$ cat config.mk
export PLATFORM = sky130hd
export DESIGN_NAME = cr_iu_branch_ras
export DESIGN_NICKNAME = d
export VERILOG_FILES = /design/src/rtl/cr_iu_branch_pkg.sv /design/src/rtl/cr_iu_ras.sv /design/src/rtl/cr_iu_branch_ras.sv
export SDC_FILE = /design/constraint.sdc
export NUM_CORES = 1
export LEC_CHECK = 0
export BUFFER_PORTS_ARGS = -buffer_cell sky130_fd_sc_hd__buf_2
export CAP_MARGIN = 25
export CORE_MARGIN = 2
export CORE_UTILIZATION = 57
export CTS_CLUSTER_DIAMETER = 30
export DETAILED_ROUTE_END_ITERATION = 12
export MAX_ROUTING_LAYER = met4
export PLACE_DENSITY = 0.82
export SKIP_LAST_GASP = 1
export SYNTH_ARGS = -nofsm -noshare
export SYNTH_HDL_FRONTEND = slang
export SYNTH_SLANG_ARGS = --single-unit
$ cat constraint.sdc
create_clock -name forever_cpuclk -period 5.5 [get_ports forever_cpuclk]
set_input_delay 0.275 -clock forever_cpuclk [delete_from_list [all_inputs] [get_ports forever_cpuclk]]
set_output_delay 0.275 -clock forever_cpuclk [all_outputs]
set_load 0.01 [all_outputs]
$ cat src/rtl/cr_iu_branch_pkg.sv
// -----------------------------------------------------------------------------
// cr_iu_branch_pkg
// Shared types for the IU branch resolution unit and its return-address stack:
//   - ex_op_e   : branch-class opcode encoding presented on ex_op
//   - ras_act_e : per-cycle RAS action (none / push / pop / replace top)
//   - is_jump / is_cond / is_link : opcode class helpers
// -----------------------------------------------------------------------------
package cr_iu_branch_pkg;

    localparam int OP_W  = 4;
    localparam int ACT_W = 2;

    typedef enum logic [OP_W-1:0] {
        BEQ   = 4'd0,
        BNE   = 4'd1,
        BLT   = 4'd2,
        BGE   = 4'd3,
        BLTU  = 4'd4,
        BGEU  = 4'd5,
        CBEQZ = 4'd6,
        CBNEZ = 4'd7,
        JAL   = 4'd8,
        JALR  = 4'd9,
        CJ    = 4'd10,
        CJAL  = 4'd11,
        CJR   = 4'd12,
        CJALR = 4'd13
    } ex_op_e;

    typedef enum logic [ACT_W-1:0] {
        RAS_NONE = 2'd0,
        RAS_PUSH = 2'd1,
        RAS_POP  = 2'd2,
        RAS_REPL = 2'd3
    } ras_act_e;

    // Unconditional change of flow.
    function automatic logic is_jump(input ex_op_e op);
        return op inside {JAL, JALR, CJ, CJAL, CJR, CJALR};
    endfunction

    // Conditional branch, taken only when its compare succeeds.
    function automatic logic is_cond(input ex_op_e op);
        return op inside {BEQ, BNE, BLT, BGE, BLTU, BGEU, CBEQZ, CBNEZ};
    endfunction

    // Ops that write a return address to rd.
    function automatic logic is_link(input ex_op_e op);
        return op inside {JAL, JALR, CJAL, CJALR};
    endfunction

endpackage

$ cat src/rtl/cr_iu_ras.sv
// -----------------------------------------------------------------------------
// cr_iu_ras
// Circular return-address stack with a top pointer and a saturating count.
// A push when full overwrites the oldest entry. A pop when empty is ignored.
// Replace-top on an empty stack degenerates to a push (pop is a no-op).
// Ports:
//   forever_cpuclk, cpurst : clock, synchronous active-high reset
//   ras_act                : action for this cycle (already qualified)
//   push_pc                : return address [XLEN-1:1] to push / replace with
//   top_pc, top_vld        : current top entry (0 when empty) and non-empty flag
// -----------------------------------------------------------------------------
module cr_iu_ras
    import cr_iu_branch_pkg::*;
#(
    parameter int XLEN      = 32,
    parameter int RAS_DEPTH = 4
) (
    input  logic            forever_cpuclk,
    input  logic            cpurst,
    input  ras_act_e        ras_act,
    input  logic [XLEN-1:1] push_pc,
    output logic [XLEN-1:1] top_pc,
    output logic            top_vld
);

    localparam int PTR_W = (RAS_DEPTH > 1) ? $clog2(RAS_DEPTH) : 1;
    localparam logic [PTR_W:0] CNT_MAX = (PTR_W+1)'(RAS_DEPTH);

    logic [XLEN-1:1] mem [RAS_DEPTH];
    logic [PTR_W-1:0] ptr_p1, ptr_nxt;
    logic [PTR_W:0]   cnt_p1, cnt_nxt;
    logic             wr_en;
    logic [PTR_W-1:0] wr_idx;
    logic             grow;

    always_comb begin
        ptr_nxt = ptr_p1;
        cnt_nxt = cnt_p1;
        wr_en   = 1'b0;
        wr_idx  = ptr_p1;
        grow    = 1'b0;
        case (ras_act)
            RAS_PUSH: grow = 1'b1;
            RAS_POP: begin
                if (cnt_p1 != '0) begin
                    ptr_nxt = ptr_p1 - PTR_W'(1);
                    cnt_nxt = cnt_p1 - (PTR_W+1)'(1);
                end
            end
            RAS_REPL: begin
                if (cnt_p1 == '0) begin
                    grow = 1'b1;
                end else begin
                    wr_en  = 1'b1;
                    wr_idx = ptr_p1;
                end
            end
            default: ;
        endcase
        if (grow) begin
            // Pointer wraps naturally because RAS_DEPTH is a power of two.
            ptr_nxt = ptr_p1 + PTR_W'(1);
            wr_en   = 1'b1;
            wr_idx  = ptr_p1 + PTR_W'(1);
            cnt_nxt = (cnt_p1 == CNT_MAX) ? cnt_p1 : cnt_p1 + (PTR_W+1)'(1);
        end
    end

    // ---- stage p1: pointer/count state ----
    always_ff @(posedge forever_cpuclk) begin
        if (cpurst) begin
            ptr_p1 <= '0;
            cnt_p1 <= '0;
        end else begin
            ptr_p1 <= ptr_nxt;
            cnt_p1 <= cnt_nxt;
        end
    end

    always_ff @(posedge forever_cpuclk) begin
        if (wr_en) begin
            mem[wr_idx] <= push_pc;
        end
    end

    assign top_vld = (cnt_p1 != '0);
    // Entries are not reset, so mask the top while empty.
    assign top_pc  = top_vld ? mem[ptr_p1] : '0;

endmodule

$ cat src/rtl/cr_iu_branch_ras.sv
// -----------------------------------------------------------------------------
// cr_iu_branch_ras
// IU execute-stage branch/jump resolution with a registered redirect request
// to pcgen and an integrated return-address stack.
// Ports:
//   forever_cpuclk, cpurst        : clock, synchronous active-high reset
//   ex_vld, ex_op, ex_inst_32bit  : branch-class instruction in EX
//   ex_pc [XLEN-1:1]              : its PC
//   ex_rs1, ex_rs2, ex_imm        : operands and sign-extended offset
//   ex_rd_link, ex_rs1_link       : rd / rs1 is x1 or x5
//   flush                         : pipeline flush (wins over everything)
//   ex_stall                      : EX must hold the branch this cycle
//   link_vld, link_data           : combinational return-address write
//   redir_vld, redir_pc, redir_rdy: change-of-flow handshake to pcgen
//   ras_pred_vld, ras_pred_pc     : RAS top-of-stack prediction
//   ras_ret_vld, ras_ret_hit      : return seen / matched prediction (pulse)
// -----------------------------------------------------------------------------
module cr_iu_branch_ras
    import cr_iu_branch_pkg::*;
#(
    parameter int XLEN      = 32,
    parameter int RAS_DEPTH = 4
) (
    input  logic            forever_cpuclk,
    input  logic            cpurst,
    input  logic            ex_vld,
    input  logic [OP_W-1:0] ex_op,
    input  logic            ex_inst_32bit,
    input  logic [XLEN-1:1] ex_pc,
    input  logic [XLEN-1:0] ex_rs1,
    input  logic [XLEN-1:0] ex_rs2,
    input  logic [XLEN-1:0] ex_imm,
    input  logic            ex_rd_link,
    input  logic            ex_rs1_link,
    input  logic            flush,
    output logic            ex_stall,
    output logic            link_vld,
    output logic [XLEN-1:0] link_data,
    output logic            redir_vld,
    output logic [XLEN-1:1] redir_pc,
    input  logic            redir_rdy,
    output logic            ras_pred_vld,
    output logic [XLEN-1:1] ras_pred_pc,
    output logic            ras_ret_vld,
    output logic            ras_ret_hit
);

    ex_op_e                 op;
    logic [XLEN-1:0]        cmp_b;
    logic signed [XLEN:0]   cmp_a_s;
    logic signed [XLEN:0]   cmp_b_s;
    logic                   eq, lt, ltu, cond_true;
    logic                   cof, accept;
    logic [XLEN-1:1]        pc_tgt, jalr_tgt, reg_tgt, cof_tgt, link_pc;
    ras_act_e               ras_act;
    logic [XLEN-1:1]        ras_top;
    logic                   ras_top_vld;
    logic                   redir_vld_p1, ras_ret_vld_p1, ras_ret_hit_p1;
    logic [XLEN-1:1]        redir_pc_p1;

    assign op = ex_op_e'(ex_op);

    // ---- stage p0: compare, target and link datapath ----
    assign cmp_b   = (op == CBEQZ || op == CBNEZ) ? '0 : ex_rs2;
    // Sign-extend to XLEN+1 bits so the signed compare cannot overflow.
    assign cmp_a_s = $signed({ex_rs1[XLEN-1], ex_rs1});
    assign cmp_b_s = $signed({cmp_b[XLEN-1], cmp_b});
    assign eq      = (ex_rs1 == cmp_b);
    assign lt      = (cmp_a_s < cmp_b_s);
    assign ltu     = (ex_rs1 < cmp_b);

    always_comb begin
        cond_true = 1'b0;
        case (op)
            BEQ, CBEQZ: cond_true = eq;
            BNE, CBNEZ: cond_true = !eq;
            BLT:        cond_true = lt;
            BGE:        cond_true = !lt;
            BLTU:       cond_true = ltu;
            BGEU:       cond_true = !ltu;
            default:    cond_true = 1'b0;
        endcase
    end

    assign cof = is_jump(op) || (is_cond(op) && cond_true);

    // Targets are kept as [XLEN-1:1]. pc has bit0 = 0, so pc+imm never
    // carries out of bit0; rs1+imm does when both low bits are set.
    assign pc_tgt   = ex_pc + ex_imm[XLEN-1:1];
    assign jalr_tgt = ex_rs1[XLEN-1:1] + ex_imm[XLEN-1:1]
                    + {{(XLEN-2){1'b0}}, ex_rs1[0] & ex_imm[0]};
    assign reg_tgt  = ex_rs1[XLEN-1:1];

    always_comb begin
        case (op)
            JALR:       cof_tgt = jalr_tgt;
            CJR, CJALR: cof_tgt = reg_tgt;
            default:    cof_tgt = pc_tgt;
        endcase
    end

    assign link_pc   = ex_pc + (ex_inst_32bit ? (XLEN-1)'(2) : (XLEN-1)'(1));
    assign link_data = {link_pc, 1'b0};

    assign ex_stall = ex_vld && redir_vld_p1 && !redir_rdy;
    assign accept   = ex_vld && !ex_stall && !flush;
    assign link_vld = accept && is_link(op);

    always_comb begin
        ras_act = RAS_NONE;
        if (accept) begin
            case (op)
                JAL, CJAL: begin
                    if (ex_rd_link) ras_act = RAS_PUSH;
                end
                JALR, CJALR: begin
                    if (ex_rd_link && ex_rs1_link)       ras_act = RAS_REPL;
                    else if (ex_rd_link)                 ras_act = RAS_PUSH;
                    else if (op == JALR && ex_rs1_link)  ras_act = RAS_POP;
                end
                CJR: begin
                    if (ex_rs1_link && !ex_rd_link) ras_act = RAS_POP;
                end
                default: ras_act = RAS_NONE;
            endcase
        end
    end

    cr_iu_ras #(
        .XLEN      (XLEN),
        .RAS_DEPTH (RAS_DEPTH)
    ) u_ras (
        .forever_cpuclk (forever_cpuclk),
        .cpurst         (cpurst),
        .ras_act        (ras_act),
        .push_pc        (link_pc),
        .top_pc         (ras_top),
        .top_vld        (ras_top_vld)
    );

    // ---- stage p1: redirect request and return-prediction result ----
    always_ff @(posedge forever_cpuclk) begin
        if (cpurst) begin
            redir_vld_p1 <= 1'b0;
            redir_pc_p1  <= '0;
        end else if (flush) begin
            redir_vld_p1 <= 1'b0;
        end else if (accept && cof) begin
            // Also covers rdy && new change of flow: back-to-back requests.
            redir_vld_p1 <= 1'b1;
            redir_pc_p1  <= cof_tgt;
        end else if (redir_rdy) begin
            redir_vld_p1 <= 1'b0;
        end
    end

    always_ff @(posedge forever_cpuclk) begin
        if (cpurst) begin
            ras_ret_vld_p1 <= 1'b0;
            ras_ret_hit_p1 <= 1'b0;
        end else begin
            ras_ret_vld_p1 <= (ras_act == RAS_POP);
            ras_ret_hit_p1 <= (ras_act == RAS_POP) && ras_top_vld && (cof_tgt == ras_top);
        end
    end

    assign redir_vld    = redir_vld_p1;
    assign redir_pc     = redir_pc_p1;
    assign ras_ret_vld  = ras_ret_vld_p1;
    assign ras_ret_hit  = ras_ret_hit_p1;
    assign ras_pred_vld = ras_top_vld;
    assign ras_pred_pc  = ras_top;

endmodule

[After elaboration in Yosys (flattened, before gate mapping)]
Memories as Yosys holds them, arrays and structs flattened. A register that Yosys moved wholly into a read port is not among the register bits.
Cells that the tools add are included.
Operators by class
  add/subtract/negate cells: 8
  order comparisons: 2
  eq/ne operators: 20
  multiplexer cells: 31
  bitwise logic cells: 2
  reductions and logical operators: 39
Operator list (count)
  less-than comparator 32 bit: 2
  adder 31 bit: 2
  case mux 31 bit (2 select lines): 1
  equality test 32 bit: 1
  2-to-1 mux 32 bit: 1
  adder 31 x 1 -> 31 bit: 1
  adder 31 x 2 -> 31 bit: 1
  equality test 31 bit: 1
  2-to-1 mux 31 bit: 1
  equality test 4 bit (second input constant): 6
  2-to-1 mux 2 bit: 12
  equality test 4 x 3 -> 1 bit (second input constant): 4
  logical AND 1 bit: 12
  2-to-1 mux 3 bit: 4
  OR reduction 2 bit: 6
  2-to-1 mux 1 bit: 9
  equality test 4 x 2 -> 1 bit (second input constant): 2
  nonzero test 8 bit: 1
  zero test 1 bit: 7
  case mux 1 bit (6 select lines): 1
  case mux 2 bit (3 select lines): 1
  nonzero test 2 bit: 3
  nonzero test 6 bit: 1
  equality test 2 bit (second input constant): 2
  other kinds (18): 20
Storage, ports and cells
  flip-flop bits (word level): 39
  memory bits (writable): 124
  input bits: 139
  output and inout port bits: 100
  logic and storage cells: 109
  memories kept: 1
Memories
  u_ras.mem: words 4, width 31, rd ports 1, clocked after Yosys merged registers in 1, write ports 1, RTL line cr_iu_ras.sv:29  | logic [XLEN-1:1] mem [RAS_DEPTH];

[Longest topological paths before layout]
Gate-level depths: netlist of run 1.
  depth in word-level cells: 13
  depth in mapped cells: 18
  gate-level depth less buffers: 15

[By module]
A second synthesis of run 1 with hierarchy kept.
Second synthesis, totals
  cells, all modules: 1249
  area, all modules: 12340.6 µm²
Modules (own cells, without submodules)
  cr_iu_branch_ras: times used 1, cells each 995, area each 7188.1 µm², sequential area each 680.7 µm²
  cr_iu_ras: times used 1, cells each 254, area each 5152.4 µm², sequential area each 3863.7 µm²

[Least setup slack after synthesis of run 1]
OpenSTA, ideal clock, no wires.
  kind: flip-flop to flip-flop
  from: register redir_vld_p1, in the netlist redir_vld
  to: memory u_ras.mem[0][0] (netlist name), enable pin
  setup time: 458 ps
  arrival time: 4273 ps
  data required time: 5042 ps
  path slack: 769 ps
  stages on the path, launching flop included: 9
  path buffers: 0
  clock period less this slack: 4731 ps
  path through: dfxtp_1 nor2b_1 or3b_2 nor2_1 nand2_1 a21oi_1 inv_1 ha_1 nor3_1
On the way
  word-level cells in the longest chain between the ends: 11
  elaborated cells between the ends (all ways): 14
  those cells by class: eq/ne: 2; mux: 7; reduce/logical: 5
Ends and longest elaborated chain
  from (decl): RTL line cr_iu_branch_ras.sv:58  | logic redir_vld_p1, ras_ret_vld_p1, ras_ret_hit_p1;
  from (signal assigned): RTL line cr_iu_branch_ras.sv:144  | redir_vld_p1 <= 1'b0;
  from (signal assigned): RTL line cr_iu_branch_ras.sv:147  | redir_vld_p1 <= 1'b0;
  from (signal assigned): RTL line cr_iu_branch_ras.sv:150  | redir_vld_p1 <= 1'b1;
  logical AND 1 bit (*) (2 in a row): RTL line cr_iu_branch_ras.sv:105  | assign ex_stall = ex_vld && redir_vld_p1 && !redir_rdy;
  zero test 1 bit (*): RTL line cr_iu_branch_ras.sv:106  | assign accept = ex_vld && !ex_stall && !flush;
  logical AND 1 bit (*) (2 in a row): RTL line cr_iu_branch_ras.sv:106
  2-to-1 mux 2 bit (*): RTL line cr_iu_branch_ras.sv:111  | if (accept) begin
  equality test 2 bit or equality test 2 x 1 -> 1 bit (tied branches): RTL line cr_iu_ras.sv:42  | case (ras_act)
  case mux 1 bit (2 select lines) or 2-to-1 mux 1 bit (tied branches): RTL line cr_iu_ras.sv:42
  2-to-1 mux 1 bit: RTL line cr_iu_ras.sv:60  | if (grow) begin
  2-to-1 mux 1 bit: RTL line cr_iu_ras.sv:81  | if (wr_en) begin
  2-to-1 mux 1 bit (not written as such): RTL line cr_iu_ras.sv:82  | mem[wr_idx] <= push_pc;
  to (decl): RTL line cr_iu_ras.sv:29
Mark *: on every way between the ends. The rest lies on a longest branch, timed or not.

[Worst setup path in the final report of run 1]
  from: input ex_op[3]
  to: register redir_pc_p1, in the netlist redir_pc[15]
On the way
  word-level cells in the longest chain between the ends: 10
  elaborated cells between the ends (all ways): 33
  those cells by class: order compare: 2; eq/ne: 14; mux: 3; reduce/logical: 14
Ends and longest elaborated chain
  from (decl): RTL line cr_iu_branch_ras.sv:27  | input logic [OP_W-1:0] ex_op,
  equality test 4 x 3 -> 1 bit: RTL line cr_iu_branch_pkg.sv:44, cr_iu_branch_ras.sv:64, cr_iu_branch_ras.sv:74
  logical OR 1 bit: RTL line cr_iu_branch_ras.sv:64  | assign cmp_b = (op == CBEQZ || op == CBNEZ) ? '0 : ex_rs2;
  2-to-1 mux 32 bit: RTL line cr_iu_branch_ras.sv:64
  less-than comparator 32 bit, or another cell as far along: RTL line cr_iu_branch_ras.sv:70  | assign ltu = (ex_rs1 < cmp_b);
  zero test 1 bit, on equally long branches: RTL line cr_iu_branch_ras.sv:80, cr_iu_branch_ras.sv:76, cr_iu_branch_ras.sv:78
  case mux 1 bit (6 select lines): RTL line cr_iu_branch_ras.sv:74  | case (op)
  logical AND 1 bit: RTL line cr_iu_branch_ras.sv:85  | assign cof = is_jump(op) || (is_cond(op) && cond_true);
  logical OR 1 bit: RTL line cr_iu_branch_ras.sv:85
  logical AND 1 bit: RTL line cr_iu_branch_ras.sv:148  | end else if (accept && cof) begin
  AND reduction 2 bit (no line)
  to (signal assigned): RTL line cr_iu_branch_ras.sv:151  | redir_pc_p1 <= cof_tgt;
  to (decl): RTL line cr_iu_branch_ras.sv:59  | logic [XLEN-1:1] redir_pc_p1;
Several ways; a longest one is shown, not always the timed one.
A chain may end at the register's enable or synchronous reset.

==> flow_results.org, run 1 <==
** Drt
- Initial DRC Count :: 912
- Remaining antenna violation count after routing :: 0
- Dividing the detail-routed via count by the number of cells gives around 6.4.
- Number of remaining DRC errors :: 0
- Routed length per placed instance :: roughly 22 um
- The routed design has approximately 38,000 um of wire.
- The first detailed-routing pass took 5 iterations.
- The routed layout has around 11,000 vias.

** STA
- Setup total negative slack on the finished layout was measured at 0 ns.
- Headroom to the max-slew limit :: approximately 39%
- Worst Skew :: about 0.011 ns
- Number of failing setup endpoints in the final timing report :: 0
- Final Hold Violating Endpoints :: 0
- For this run, the top clock speed supported by timing is 234 MHz.
- Tightest Pin Transition :: around 0.9 ns
- Tcrit/Tclk final :: 77.6%
- Setup repair after global routing left no endpoint under its margin.
- The final number of max-transition violations came to 0.
- Setup slack on the critical path of the routed design comes to between 1 and 1.5 ns.
- Min cycle time layout :: 4.27 ns

** Cells and area
- Post-layout net count :: between 1,500 and 2,000
- Fill cells in the final layout number 1,652.
- Area growth syn-to-layout :: 16.4%
- Share of layout cells above drive strength 1 :: between 20% and 30%
- The library cells used most frequently in the layout, excluding fill and tap cells, are buf_2, edfxtp_1, nand2_1, ha_1, nor2_1.
- Leaving out fill and tap cells, the most frequent cell in the layout is buf_2.

** GRT
- The first global-routing pass estimated around 56,000 um of wire.
- After global routing the overflow that remains totals 0.
- Pin count of the biggest net entering global routing :: 38
- Antenna violations before repair :: 3
- The via count of the first global-routing pass came to roughly 10,000.
- Global routing consumed, over all layers together, approximately a third of the routing resources.

** Logic synthesis
- Number of synthesis warnings :: 0
- FF+latch count, synth :: ~170
- Ys flop type :: edfxtp_1
- The netlist uses between 80 and 90 different library cells.
- Of the synthesized area, sequential elements account for 37.3%.
- Net count after synthesis :: about 1,500
- Mean cell area of the mapped netlist :: between 9 and 10 um2
- Synthesized instance count :: about 1,200
- Of all flip-flops after synthesis, the portion carrying an async set or reset was 0%.
- Post-synthesis cell area :: ~0.012 mm2
- Number of enable flip-flop cells after synthesis :: approximately 120

** Clocking
- For the worst-skew pair, the clock arrives at the later sink with an insertion delay of 0.42 ns.
- After clock tree synthesis, the setup repair step added 0 buffers.
- The H-tree was split into 4 levels.
- After clock tree synthesis, the clock-pin slew on the worst setup and hold paths is approximately 0.070 ns.
- Number of instances resized during post-cts repair :: 0
- TritonCTS built the clock tree.
- The tree built by TritonCTS fans out to 165 sinks.
- The number of clock buffers added by TritonCTS is 17.
- Clock tree synthesis selected as its root buffer the cell clkbuf_16.
- The clock passes through at most 2 buffers.
- Hold-fix buffer count after cts :: 0

** Placement
- The wire-length estimate of the detail-placed layout is slightly below 30,000 um.
- Before CTS, the worst setup slack after placement is 0.913 ns.
- I/O Buffers :: approximately 240
- At the end of routability-driven placement, the weighted congestion stood at 0.937.

** Die
- Pin placement for this block handled around 240 I/O pins.
- Overall die height :: around 150 um
- The die is around 150 um wide.
- The core region is around 0.021 mm2.
- Die Footprint :: 0.0226 mm2
- For this configuration, the core starts out at a cell density of 58.0%.
- In this run the core area contains 53 standard-cell rows.

** Power and ir drop
- Sw Pwr :: between 1 and 1.5 mW
- The worst-case IR drop observed on VDD is 0.227 mV.
- Leakage component of the power :: ~5.9 nW
- For this design the ratio of total power to cell area is ~240 mW/mm2.
- Internal Dissipation :: between 2 and 2.5 mW
- Switching share of total power :: a little under a third
- The share of total power dissipated in combinational logic is between 20% and 30%.
- Fraction of power consumed by the clock network :: between 30% and 40%
- Flop pwr share :: around 40%

** Run status
- Status :: finished clean

** Setup path
- Grouping stages by cell kind, the critical path spends the most delay in simple AND/OR/NAND/NOR gates.
- By startpoint and endpoint, the worst setup path is classified as input pin to register.
- Arrival time at the worst endpoint :: about 4.6 ns
- The slowest stage of the critical path is the nand3_1 cell.
- Critical-path cell list :: buf_2 -> inv_1 -> nand3_1 -> nand2_1 -> ha_1 -> nor2b_1 -> o21ai_0 -> nand2b_1 -> a21oi_1 -> o221ai_1 -> and4_1 -> nor4_1 -> o41ai_1 -> a21oi_4 -> buf_4 -> nor2_1 -> a211oi_1
- Crit end category :: register
- Data on the critical path is required at its endpoint by about 5.8 ns.
- Crit Path Max Fanout :: 33
- The largest single stage delay on the critical path is ~0.60 ns.
- Together, buffers and inverters on the worst path number 3.
- Launching element type of the critical path :: input pin

** Run
- The tool flagged a number of max-cap violations equal to 0.

** Min path
- In this run the worst hold path is classified as input pin to register.
## cell usage after synthesis (28+ instances only)
cell type / number / area share (%)
inv_1: 37 / 1.1
clkbuf_1: 35 / 1.1
xor2_1: 34 / 2.4
nand3_1: 28 / 1.1
and2_1: 35 / 1.8
nand2_1: 117 / 3.6
mux4_2: 31 / 5.7
a21oi_1: 78 / 3.2
o21ai_0: 37 / 1.5
a211oi_1: 31 / 1.9
a21o_1: 29 / 1.8
dfxtp_1: 41 / 6.7
xnor2_1: 56 / 4.0
ha_1: 95 / 9.7
nor2_1: 82 / 2.5
edfxtp_1: 124 / 31
## stage by stage
stage                     cell area [um2]  instances  total power, mW  hold slack (ns)  utilization [%]
after global placement              13700       1700             2.30            0.467             64.9
after CTS                           14200       1732             3.37           0.0270             67.5
final                               14200       1736             3.38           0.0387             67.5
after global routing                14200       1735             3.53           0.0245             67.5
after floorplan                     12200       1226             2.01            0.354                -
after detailed placement            13700       1700             2.31            0.476             64.9
## worst paths after layout
kind	end	cells past startpoint	from	slack, ns
worst max-delay path	redir_pc[15]	17	ex_op[3]	1.23
worst min-delay path	redir_vld	2	flush	0.04
worst max register to register	ras_ret_hit	10	register	1.79
worst min register to register	redir_pc[30]	2	redir_pc[30]	0.50
## layer usage
layer  GRT usage (%)  routed length, um
met1            44.8              15100
met2            54.0              17700
met3            6.15               3380
met4            11.5               1300
met5               -                  0
## sequential cells by signal, indices dropped and copies added (netlist names), named ones only
register / count
redir_pc: 31
u_ras.cnt_p1: 3
ras_ret_hit: 1
u_ras.ptr_p1: 2
u_ras.mem: 124
redir_vld: 1
ras_ret_vld: 1
## cell type report
type / count / area [um2] / area share, %
Multi-Input combinational cell: 970 / 7320 / 51.6
Sequential cell: 165 / 4550 / 32.0
Clock buffer: 18 / 429 / 3.02
Tap cell: 275 / 344 / 2.42
Timing Repair Buffer: 252 / 1300 / 9.15
Inverter: 38 / 143 / 1.00
Antenna cell: 4 / 10.0 / 0.0705
Clock inverter: 14 / 105 / 0.740
## power groups by stage
stage	Sequential, mW	Clock [mW]	Combinational [mW]
6_report	1.38	1.08	0.929
3_3_place_gp	1.40	0	0.894
2_1_floorplan	1.41	0	0.608
4_1_cts	1.38	1.08	0.916
5_1_grt	1.38	1.13	1.02
3_5_place_dp	1.40	0	0.910
## logic make-up (layout without fill, tap and decap cells)
| group | after synthesis | count (layout) | share of synthesized area (%) |
|---|---|---|---|
| simple gates | 408 | 408 | 16.9 |
| compound gates | 317 | 317 | 18.2 |
| flops | 165 | 165 | 37.3 |
| fa+ha+maj | 100 | 100 | 10.6 |
| buf+inv | 91 | 322 | 2.96 |
| xor+xnor | 90 | 90 | 6.46 |
| mux | 54 | 54 | 7.61 |
| other cells | 1 | 5 | 0.0308 |
Power figures use the tool's default switching activity.
==> run 2, diff against run 1 <==
clock period = 4.4 ns   (was 5.5 ns; I/O delays follow)
==> run 2 against run 1 <==
Core utilization rose by 0.37 points. Clock power rose by 37%. Register-to-register slack got worse by 1.2 ns. First-iteration DRC count rose by 0.22%. Critical path depth fell by 6. Wire length rose by 0.94%. Setup slack got worse by 0.63 ns. Hold slack improved by 0.11 ns. Sequential cell count did not move. Sequential power rose by 25%. Non-clock buffer count rose by 3. Global-route usage fell by 0.34 points.
==> flow_results.org, run 2 (synthesis gave the netlist of run 1 again) <==
** Run status
- The flow ran to the end, and the final reports show no timing, DRC or antenna violations.

** Power and ir drop
- Worst-case vdd ir drop :: 0.324 mV (+43%)
- The total power after layout was 4.37 mW (+29%).
- Leakage component of the power :: 5.94 nW (+0.69%)
- The total power density per cell area came to 306 mW/mm2 (+29%).

** Drt
- Initial DRC Count :: 914 (+0.22%)
- Via count :: 11,100 (+0.61%)
- The wire length per cell came to 21.8 um (+0.88%).
- The detailed-route wire length came to 37,900 um (+0.94%).
- Iteration count of the initial detailed-routing pass :: 6 (+1)
- The post-detailed-route via-to-cell ratio is 6.39 (+0.55%).
- Remaining antenna violation count after routing :: 0 (unchanged)
- Number of remaining DRC errors :: 0 (unchanged)

** STA
- The actual transition at the worst max-transition pin came to 0.906 ns (+0.0108 ns).
- Min cycle time layout :: about 3.8 ns
- The number of failing setup endpoints in the final timing report came to 0 (unchanged).
- The final-report hold violation count is 0 (unchanged).
- Dividing the final minimum period by the clock period gives 86.2%.
- The final setup TNS was 0 ns (unchanged).
- Total count of max-transition violations in the final report :: 0 (unchanged)
- FMAX :: around 260 MHz
- Setup repair after global routing left no endpoint under its margin.
- The tightest slew margin relative to the limit is 38.8% (+0.058 points).
- The worst clock skew on the final layout is 0.0171 ns (+0.00641 ns).

** Die
- Top-level port count :: 239 (unchanged)
- The core footprint was 0.0210 mm2 (unchanged).
- Row count :: 53 (unchanged)
- Die Footprint :: 0.0226 mm2 (unchanged)
- Horizontal die dimension :: 150 um (unchanged)
- The vertical die dimension came to 150 um (unchanged).
- Starting density of the core :: 58.0% (unchanged)

** Clocking
- The CTS H-tree depth came to 4 (unchanged).
- The clock buffer count from CTS came to 17 (unchanged).
- The clock-pin slew reported for the worst setup and hold paths after clock tree synthesis came to 0.07 ns (about the same).
- TritonCTS built the clock tree.
- Maximum buffer depth of the clock tree :: 2 (unchanged)
- Cell chosen for the clock root :: clkbuf_16
- The number of cells upsized or downsized after cts is 0 (unchanged).
- The total clock sinks came to 165 (unchanged).
- The clock latency on the worst-skew pair was 0.43 ns (about the same).

** Placement
- Number of placed instances with taps included :: 1,702 (+0.12%)
- HPWL after DPL :: 29,600 um (+0.52%)
- The number of buffers added on ports came to 237 (unchanged).
- Instance area after placement :: 0.0137 mm2 (+0.11%)
- The final weighted congestion in routability-driven placement was 0.967 (+3.2%).

** Cells and area
- The share of post-route cells with drive strength above 1 is 23.3% (+0.23 points).
- Non-filler instance count after layout :: 1,737 (+0.058%)
- Filler cell count in the final layout :: 1,665 (+0.79%)
- Register name with the most flops :: u_ras.mem
- Final cell area excluding filler cells :: 0.0143 mm2 (+0.55%)
- The number of flip-flops in the largest register was 124 (unchanged).
- Post-layout net count :: 1,686 (+0.18%)
- The top cell types in the final layout, fill and taps aside, are buf_2, edfxtp_1, nand2_1, ha_1, nor2_1.
- Compared with the post-synthesis result, the final layout area differs by 17.1%.
- Most frequent standard cell in the layout excluding fill and tap cells :: buf_2

** Setup path
- Crit Path Max Fanout :: 31 (-6.1%)
- The worst setup path is launched from an input pin.
- The endpoint arrival time on the critical path is 3.85 ns (-0.73 ns).
- The buffer and inverter count on the worst path came to 4 (+1).
- The delay of the slowest cell on the worst path was 0.55 ns (-0.05 ns).
- Grouping stages by cell kind, the critical path spends the most delay in simple AND/OR/NAND/NOR gates.
- Data required time of the worst path :: 4.46 ns (-1.35 ns)
- Critical-path cell list :: dlygate4sd3_1 -> buf_2 -> or3b_2 -> nor2_1 -> nand2_1 -> a21oi_1 -> inv_1 -> ha_1 -> nand3_1 -> nor2_2 -> buf_4
- The worst setup path is captured at a register.
- Type of the worst setup path :: input pin to register
- Worst-path cell with the longest stage delay :: or3b_2

** GRT
- The largest net degree at the start of global routing is 38 (unchanged).
- The global-route usage over all layers was 33.8% (-0.34 points).
- The remaining global-route overflow was 0 (unchanged).
- Antenna violations before repair :: 2 (-1)
- The via count of the first global-routing pass came to 10,100 (-0.89%).
- Global-route wire length before repair :: 55,900 um (-0.63%)

** Min path
- The tightest min-delay check is of the input pin to register type.

** Run
- Max-cap violations :: 0 (unchanged)
run 2: area by class of cell:
type	count	area, um2	area share (%)
Multi-Input combinational cell	970	7320	51.3
Clock inverter	15	166	1.17
Antenna cell	2	5.00	0.0351
Clock buffer	17	425	2.98
Inverter	38	143	0.999
Timing Repair Buffer	255	1320	9.27
Tap cell	275	344	2.41
Sequential cell	165	4550	31.8
run 2: repair_timing:
| action | 4_1_cts | 5_1_grt |
|---|---|---|
| setup buffers | 0 | 0 |
| endpoints found under the hold margin | 1 | 0 |
| hold buffers | 1 | 0 |
run 2: power by group:
group          total [mW]  leakage (nW)  internal [mW]  switching [mW]
clock network        1.48         0.277          0.849           0.631
registers            1.72          1.45           1.70          0.0223
logic                1.17          4.21          0.468           0.699
run 2: through the flow:
stage                     setup WS, ns  utilization [%]  hold slack, ns
final                            0.607             67.9           0.146
after global routing             0.387             67.9           0.166
after CTS                        0.644             67.9           0.148
after detailed placement         0.365             65.0           0.423
after global placement           0.479             65.0           0.417
after floorplan                 -0.331                -           0.299
run 2: worst reg2reg max path: stages, from the launching register on:
cell and delay, ns:
dfxtp_1 0.31, nor2b_1 0.15, or3b_2 0.53, nor2_1 0.29, nand2_1 0.22, a21oi_1 0.47
inv_1 0.19, ha_1 0.43, nand3_1 0.20, nor2_2 0.13, buf_4 0.44
run 2: worst paths after layout:
kind | endpoint | depth (start not counted) | slack [ns] | startpoint
hold reg to reg | redir_pc[5] | 2 | 0.50 | redir_pc[5]
hold / removal | redir_vld | 4 | 0.15 | redir_rdy
setup / recovery | u_ras.mem[3][19] | 11 | 0.61 | flush
setup reg to reg | u_ras.mem[3][19] | 10 | 0.63 | redir_vld
run 2: routing by layer:
layer	vias to the layer above	track usage, %	share of wire (%)
met5	-	-	0
met4	0	12.3	3.5
met3	94	4.82	8.9
met2	612	54.5	48
met1	5250	43.8	40
li1	5146	-	-
